<file path="src/rtl/serial_magcomp.sv">
// Multi-cycle WIDTH-bit unsigned magnitude comparator. The operands are walked MSB-first,
// two bits per clock, through one twobitcomp stage, and the walk stops at the first unequal slice.

module twobitcomp (
  input  logic x1,
  input  logic x0,
  input  logic y1,
  input  logic y0,
  output logic g,
  output logic l,
  output logic e
);
  always_comb begin
    g = ({x1, x0} >  {y1, y0});
    l = ({x1, x0} <  {y1, y0});
    e = ({x1, x0} == {y1, y0});
  end
endmodule

module serial_magcomp #(
  parameter int WIDTH = 8
) (
  input  logic             clk,
  input  logic             rst_n,
  input  logic             start,
  input  logic [WIDTH-1:0] a,
  input  logic [WIDTH-1:0] b,
  output logic             busy,
  output logic             done,
  output logic             gt,
  output logic             lt,
  output logic             eq
);
  localparam int NS = WIDTH / 2;
  localparam int IW = (NS > 1) ? $clog2(NS) : 1;

  typedef enum logic {IDLE, RUN} state_t;

  state_t           state, state_nxt;
  logic [WIDTH-1:0] ra, rb;
  logic [IW-1:0]    idx;
  logic [1:0]       slice_a [NS];
  logic [1:0]       slice_b [NS];
  logic [1:0]       cur_a, cur_b;
  logic             g, l, e, last;

  // Split the held operands into 2-bit slices so the active one can be picked by idx.
  always_comb begin
    for (int unsigned s = 0; s < NS; s++) begin
      slice_a[s] = ra[2*s +: 2];
      slice_b[s] = rb[2*s +: 2];
    end
    cur_a = slice_a[idx];
    cur_b = slice_b[idx];
    last  = (idx == '0);
  end

  twobitcomp u_stage (
    .x1(cur_a[1]),
    .x0(cur_a[0]),
    .y1(cur_b[1]),
    .y0(cur_b[0]),
    .g (g),
    .l (l),
    .e (e)
  );

  always_ff @(posedge clk) begin
    if (!rst_n) state <= IDLE;
    else        state <= state_nxt;
  end

  always_comb begin
    state_nxt = state;
    case (state)
      IDLE:    if (start) state_nxt = RUN;
      RUN:     if (g || l || (e && last)) state_nxt = IDLE;
      default: state_nxt = IDLE;
    endcase
  end

  always_comb begin
    busy = (state == RUN);
  end

  always_ff @(posedge clk) begin
    if (!rst_n) begin
      ra   <= '0;
      rb   <= '0;
      idx  <= '0;
      done <= 1'b0;
      gt   <= 1'b0;
      lt   <= 1'b0;
      eq   <= 1'b0;
    end else begin
      done <= 1'b0;
      case (state)
        IDLE: begin
          if (start) begin
            ra  <= a;
            rb  <= b;
            idx <= IW'(NS - 1);
            gt  <= 1'b0;
            lt  <= 1'b0;
            eq  <= 1'b0;
          end
        end
        RUN: begin
          if (g) begin
            gt   <= 1'b1;
            done <= 1'b1;
          end else if (l) begin
            lt   <= 1'b1;
            done <= 1'b1;
          end else if (last) begin
            eq   <= 1'b1;
            done <= 1'b1;
          end else begin
            idx <= idx - 1'b1;
          end
        end
        default: ;
      endcase
    end
  end
endmodule

</file>
<file path="config.mk">
export PLATFORM = sky130hd
export DESIGN_NAME = serial_magcomp
export DESIGN_NICKNAME = d
export VERILOG_FILES = /design/src/rtl/serial_magcomp.sv
export SDC_FILE = /design/constraint.sdc
export NUM_CORES = 1
export LEC_CHECK = 0
export ABC_AREA = 1
export CORE_ASPECT_RATIO = 1.4
export CORE_UTILIZATION = 52
export CTS_BUF_LIST = sky130_fd_sc_hd__clkbuf_8 sky130_fd_sc_hd__clkbuf_16
export CTS_CLUSTER_DIAMETER = 40
export DETAILED_ROUTE_END_ITERATION = 6
export MAX_ROUTING_LAYER = met4
export PLACE_DENSITY = 0.88
export SLEW_MARGIN = 15
export SYNTH_ARGS = -nofsm -noshare
export SYNTH_HDL_FRONTEND = slang
export SYNTH_SLANG_ARGS = --single-unit
</file>
<file path="constraint.sdc">
create_clock -name clk -period 3.25 [get_ports clk]
set_input_delay 0.65 -clock clk [delete_from_list [all_inputs] [get_ports clk]]
set_output_delay 0.65 -clock clk [all_outputs]
set_load 0.005 [all_outputs]
</file>
Word-level counts from Yosys, hierarchy flattened --
Index checks and enable logic that the tools add are counted.
Word-level totals: register bits 23, input bits 19, output and inout port bits 5, logic and storage cells 59
Operators by class: add/subtract/negate cells 1, magnitude comparators 3, equal/unequal tests 8, multiplexer cells 27, bitwise gates (word level) 2, reduce and logical (&&, ||, !) cells 10
Operators by type and width (count):
- 2-bit 2-to-1 mux | 8
- 1-bit 2-to-1 mux | 12
- 2-bit binary-select mux with 2-bit select | 2
- 2-bit inequality test, second input constant | 4
- 1-bit case mux with 2 select lines | 4
- 4-bit AND reduction | 2
- 2-bit by 1-bit inequality test with 1-bit output, second input constant | 3
- 2-bit AND reduction | 3
- 2-bit case mux with 2 select lines | 1
- 3-bit greater-or-equal comparator, second input constant | 1
- 2-bit inverter with 3-bit output | 1
- 3-bit AND reduction | 1
- 2-bit equality test | 1
- 2-bit greater-than comparator | 1
- 2-bit zero test | 1
- 1-bit logical OR | 2
- 2-bit less-than comparator | 1
- 2-bit by 1-bit subtractor with 2-bit output, second input constant | 1
- 1-bit logical AND | 1
- 1-bit inverter | 1

Longest topological paths before layout --
depth in word-level cells 9, mapped depth 13, mapped depth without buffers 12

By module --
A second synthesis with hierarchy kept.
Unflattened totals: cells, all modules 147, area, all modules 1071.0 um2
By module, submodules not included:
- serial_magcomp | instances 1, cells an instance 136, area each 1006.0 um2, seq. area each 460.4 um2
- twobitcomp | instances 1, cells an instance 11, area each 65.1 um2, seq. area each 0.0 um2

Worst setup path before layout --
No wires, ideal clock.
kind reg-to-reg, start register idx[0], end register eq, library setup time 112 ps, arrival time 1637 ps, data required time 3138 ps, slack 1501 ps, stages on the path, launching flop included 14, buffers on the path 1, period minus slack after synthesis 1749 ps, cell sequence dfxtp_1 > buf_4 > clkinv_1 > o21ai_0 > o22ai_1 > ha_1 > nand2_1 > inv_1 > nor2_2 > nand2_2 > nand2_2 > nor2_1 > nor2_2 > nor2_1
Between the ends: cells in the longest elaborated chain, start to end 7, elaborated cells on any way between the ends 14, classes of those cells order compare (2); eq/ne (3); mux (6); bitwise (1); reduce/logical (2)
RTL lines:
- from (decl) | line 41 | logic [IW-1:0] idx;
- from (signal assigned) | line 102 | idx <= IW'(NS - 1);
- from (signal assigned) | line 119 | idx <= idx - 1'b1;
- 2-bit inverter with 3-bit output (implied by the code) | line 53, 54
- 2-bit binary-select mux with 2-bit select, on equally long branches | line 53, 54
- 2-bit 2-to-1 mux, on equally long branches (2 in a row) | line 53, 54
- 2-bit less-than comparator / 2-bit greater-than comparator (equally long branches) | line 15, 14
- 2-bit inequality test (no source line)
- 4-bit AND reduction (no source line) *
- to (signal assigned) | line 94 | eq <= 1'b0;
- to (signal assigned) | line 105 | eq <= 1'b0;
- to (signal assigned) | line 116 | eq <= 1'b1;
- to (decl) | line 32 | output logic eq
Mark *: on every way between the ends. The rest lies on a longest branch, timed or not. The select of a mux whose other input is x is not followed. A chain may end at the register's enable or synchronous reset.

Worst setup path in the final report --
start register idx[0], end register idx[0]
Between the ends: cells in the longest elaborated chain, start to end 7, elaborated cells on any way between the ends 19, classes of those cells add/sub (1); order compare (2); eq/ne (3); mux (10); bitwise (1); reduce/logical (2)
RTL lines (line):
- 2-bit inverter with 3-bit output (implied by the code) | 53, 54
- 2-bit binary-select mux with 2-bit select, on equally long branches | 53, 54
- 2-bit 2-to-1 mux, on equally long branches (2 in a row) | 53, 54
- 2-bit less-than comparator / 2-bit greater-than comparator (equally long branches) | 15, 14
- 2-bit inequality test (no source line)
- 4-bit AND reduction (no source line)
Parallel ways exist; a longest one is shown, timed or not. The select of a mux whose other input is x is not followed.

==> results.py <==
metrics = {
    "placed_design": {
        "gp_congestion": 0.885,
        "port_buffers": 23,
        "placedInstanceArea_sq_um": 1250,
        "place_hpwl_um": 1720,
    },
    "sta": {
        "finalHoldViolCount": 0,
        "fin_skew_ps": 5.46,
        "post-route-min-period_ps": 2250,
        "tightest_slew_ps": 635,
        "maxSlewViolCount": 0,
        "period_share_pct": 69.2,
        "fin_tns_setup_ps": 0,
        "fmax_mhz": 445,
        "rsz0062_at_grt": "false",
        "hold_ws_ps": 465,
        "finalSetupViolCount": 0,
        "relSlewSlack_pct": 57.5,
    },
    "global_routing": {
        "grt_max_degree": 23,
        "grt_antenna_before_repair": 0,
        "grt_usage_pct": 27.9,
        "grt_pass1_vias": 996,
        "grt_overflow_total": 0,
        "grt_pass1_wl_um": 4000,
    },
    "synthesis": {
        "yosysTopAreaCell": "dfxtp_1",
        "syn_area_per_cell_sq_um": 7.19,
        "synth_area_leaders": "dfxtp_1 44%, nor2_1 14%, o21ai_0 11%, nand2_1 6.2%, ha_1 3.6%",
        "ys_types": 21,
        "post_synth_instance_area_sq_um": 1040,
        "syn_nets": 166,
        "netlist_instances": 144,
        "yosysSeqAreaShare_pct": 44.4,
        "synth-seq-cells": 23,
        "synth_top_cell_area_share_pct": 44.4,
        "yosysWarnings": 0,
    },
    "cells_and_area": {
        "syn_to_final_growth_pct": 25.2,
        "post-route-util_pct": 71.1,
        "drive_above_1_share_pct": 6.06,
        "diodes": 0,
        "fin_area_sq_um": 1300,
        "nets": 188,
    },
    "setup_path": {
        "worst_ep_arrival_time_ps": 2400,
        "cp.required_ps": 3400,
        "crit_path_end_kind": "register",
        "path_cells": "clkinv_1 > o21ai_0 > o22ai_1 > ha_1 > nand2_1 > nand3_1 > nand2_1 > nor3_1 > nor2_1",
        "cpMostUsedCell": "nand2_1",
        "path_class": "register to register",
        "startpoint_type": "register",
        "worst_path_max_delay_cell": "dfxtp_1",
        "slowest_delay_ps": 510,
        "path_max_fanout": 10,
    },
    "floorplan": {
        "die_h_um": 54.8,
        "core-area_sq_um": 1820,
        "io_pins": 24,
        "start_util_pct": 56.8,
        "fp-row-count": 18,
        "die-area_sq_um": 2180,
        "die_width_um": 39.7,
    },
    "routing": {
        "vias": 1018,
        "wirelength_um": 2400,
        "drtIter0Drc": 25,
        "post_drt_wl_per_cell_um": 13.0,
        "drcViolationCount": 0,
        "dr.pass1.iters": 4,
        "vias_per_cell": 5.50,
        "detail-route-antenna-nets": 0,
    },
    "clock_tree": {
        "clock_path_buffers": 2,
        "clkLatencyLatePin_ps": 270,
        "cts_resized": 0,
        "cts_sinks": 23,
        "tritoncts": "built",
        "h-tree-depth": 1,
        "cts_hold_buf": 0,
        "post-cts-setup-buffers": 0,
        "clkTransAtPathRegs_ps": 70,
        "numCtsBuffers": 3,
        "cts_root_buf": "clkbuf_8",
    },
    "power_and_ir_drop": {
        "p_leak_nw": 0.564,
        "max-vdd-ir-drop_mv": 0.409,
        "finalPower_w": 0.000885,
        "power.density_nw_per_um2": 682,
    },
    "run_status": {
        "status": "complete, no violations",
    },
    "hold_path": {
        "min-delay-path-class": "register to register",
    },
    "flow_run": {
        "maxCapViolCount": 0,
    },
}
-- cells in the mapped netlist (all sizes together) --
cell    count
o21ai      23
clkinv      2
nand2      19
a32o        2
inv        10
o22ai       2
nand4       1
nor2       43
nor3        3
nand3       4
a21oi       3
dfxtp      23
ha          3
clkbuf      2
buf         4
-- logic make-up (layout without fill, tap and decap cells) --
| kind of cell | Yosys count | after routing | synth area share (%) |
|---|---|---|---|
| buffers and inverters | 18 | 39 | 8.09 |
| AO/OA/AOI/OAI | 30 | 30 | 15.7 |
| adder cells (fa/ha/maj) | 3 | 3 | 3.62 |
| flip-flops | 23 | 23 | 44.4 |
| AND/OR/NAND/NOR | 70 | 70 | 28.1 |
-- area by class of cell --
cell class                 instances  area (sq um)
sequential                        23           460
clock inverter                     1          3.75
multi-input combinational        103           492
fill                             156           527
inverter                          12          45.0
clock buffer                       3          41.3
tap                               20          25.0
timing repair buffer              23           230
-- flip-flops by register name, indices dropped and copies added (netlist names) --
| signal | count |
|---|---|
| busy | 1 |
| ra | 8 |
| lt | 1 |
| eq | 1 |
| done | 1 |
| rb | 8 |
| gt | 1 |
| idx | 2 |
-- worst max-delay path, delay by kind of cell, from the launching register on --
family / cells / cell delay (ps)
adder cells (fa/ha/maj): 1 / 300
flip-flops: 1 / 510
AO/OA/AOI/OAI: 2 / 350
buffers and inverters: 1 / 330
AND/OR/NAND/NOR: 5 / 650
-- routing by layer --
layer / track usage (%) / wire [um] / vias up
li1: - / - / 504
met1: 28.1 / 933 / 465
met2: 47.8 / 1270 / 38
met3: 4.47 / 96 / 11
met4: 19.0 / 96 / 0
met5: - / 0 / -
-- through the flow --
step	cells	worst slack, ps
after floorplan	144	1500
after global placement	181	1180
after detailed placement	181	1050
after CTS	185	1030
after global routing	185	801
final	185	1000
-- placed cells by master, fill, tap and decap left out --
| cell type | count |
|---|---|
| inv_1 | 9 |
| nor2_2 | 2 |
| dfxtp_1 | 23 |
| nand3_1 | 4 |
| o22ai_1 | 2 |
| nand2_2 | 2 |
| nand2_1 | 17 |
| nor2_4 | 1 |
| ha_1 | 3 |
| nor2_1 | 40 |
| inv_2 | 2 |
| nor3_1 | 3 |
| nand4_1 | 1 |
| clkinv_1 | 2 |
| clkbuf_8 | 3 |
| a32o_1 | 2 |
| o21ai_0 | 23 |
| clkdlybuf4s50_1 | 23 |
| a21oi_1 | 3 |
-- worst paths after layout --
kind              startpoint  slack [ps]  endpoint  cells after the start
setup / recovery      idx[0]        1000    idx[0]                      9
hold reg to reg           lt         470        lt                      2
setup reg to reg      idx[0]        1000    idx[0]                      9
hold / removal            lt         470        lt                      2
-- where the power goes --
group | leakage [nW] | internal (W) | switching [W]
clock | 0.0269 | 0.0000844 | 0.0000877
combinational | 0.346 | 0.000140 | 0.000189
sequential | 0.191 | 0.000338 | 0.0000453
total | 0.564 | 0.000563 | 0.000322
(Power assumes the default switching activity.)
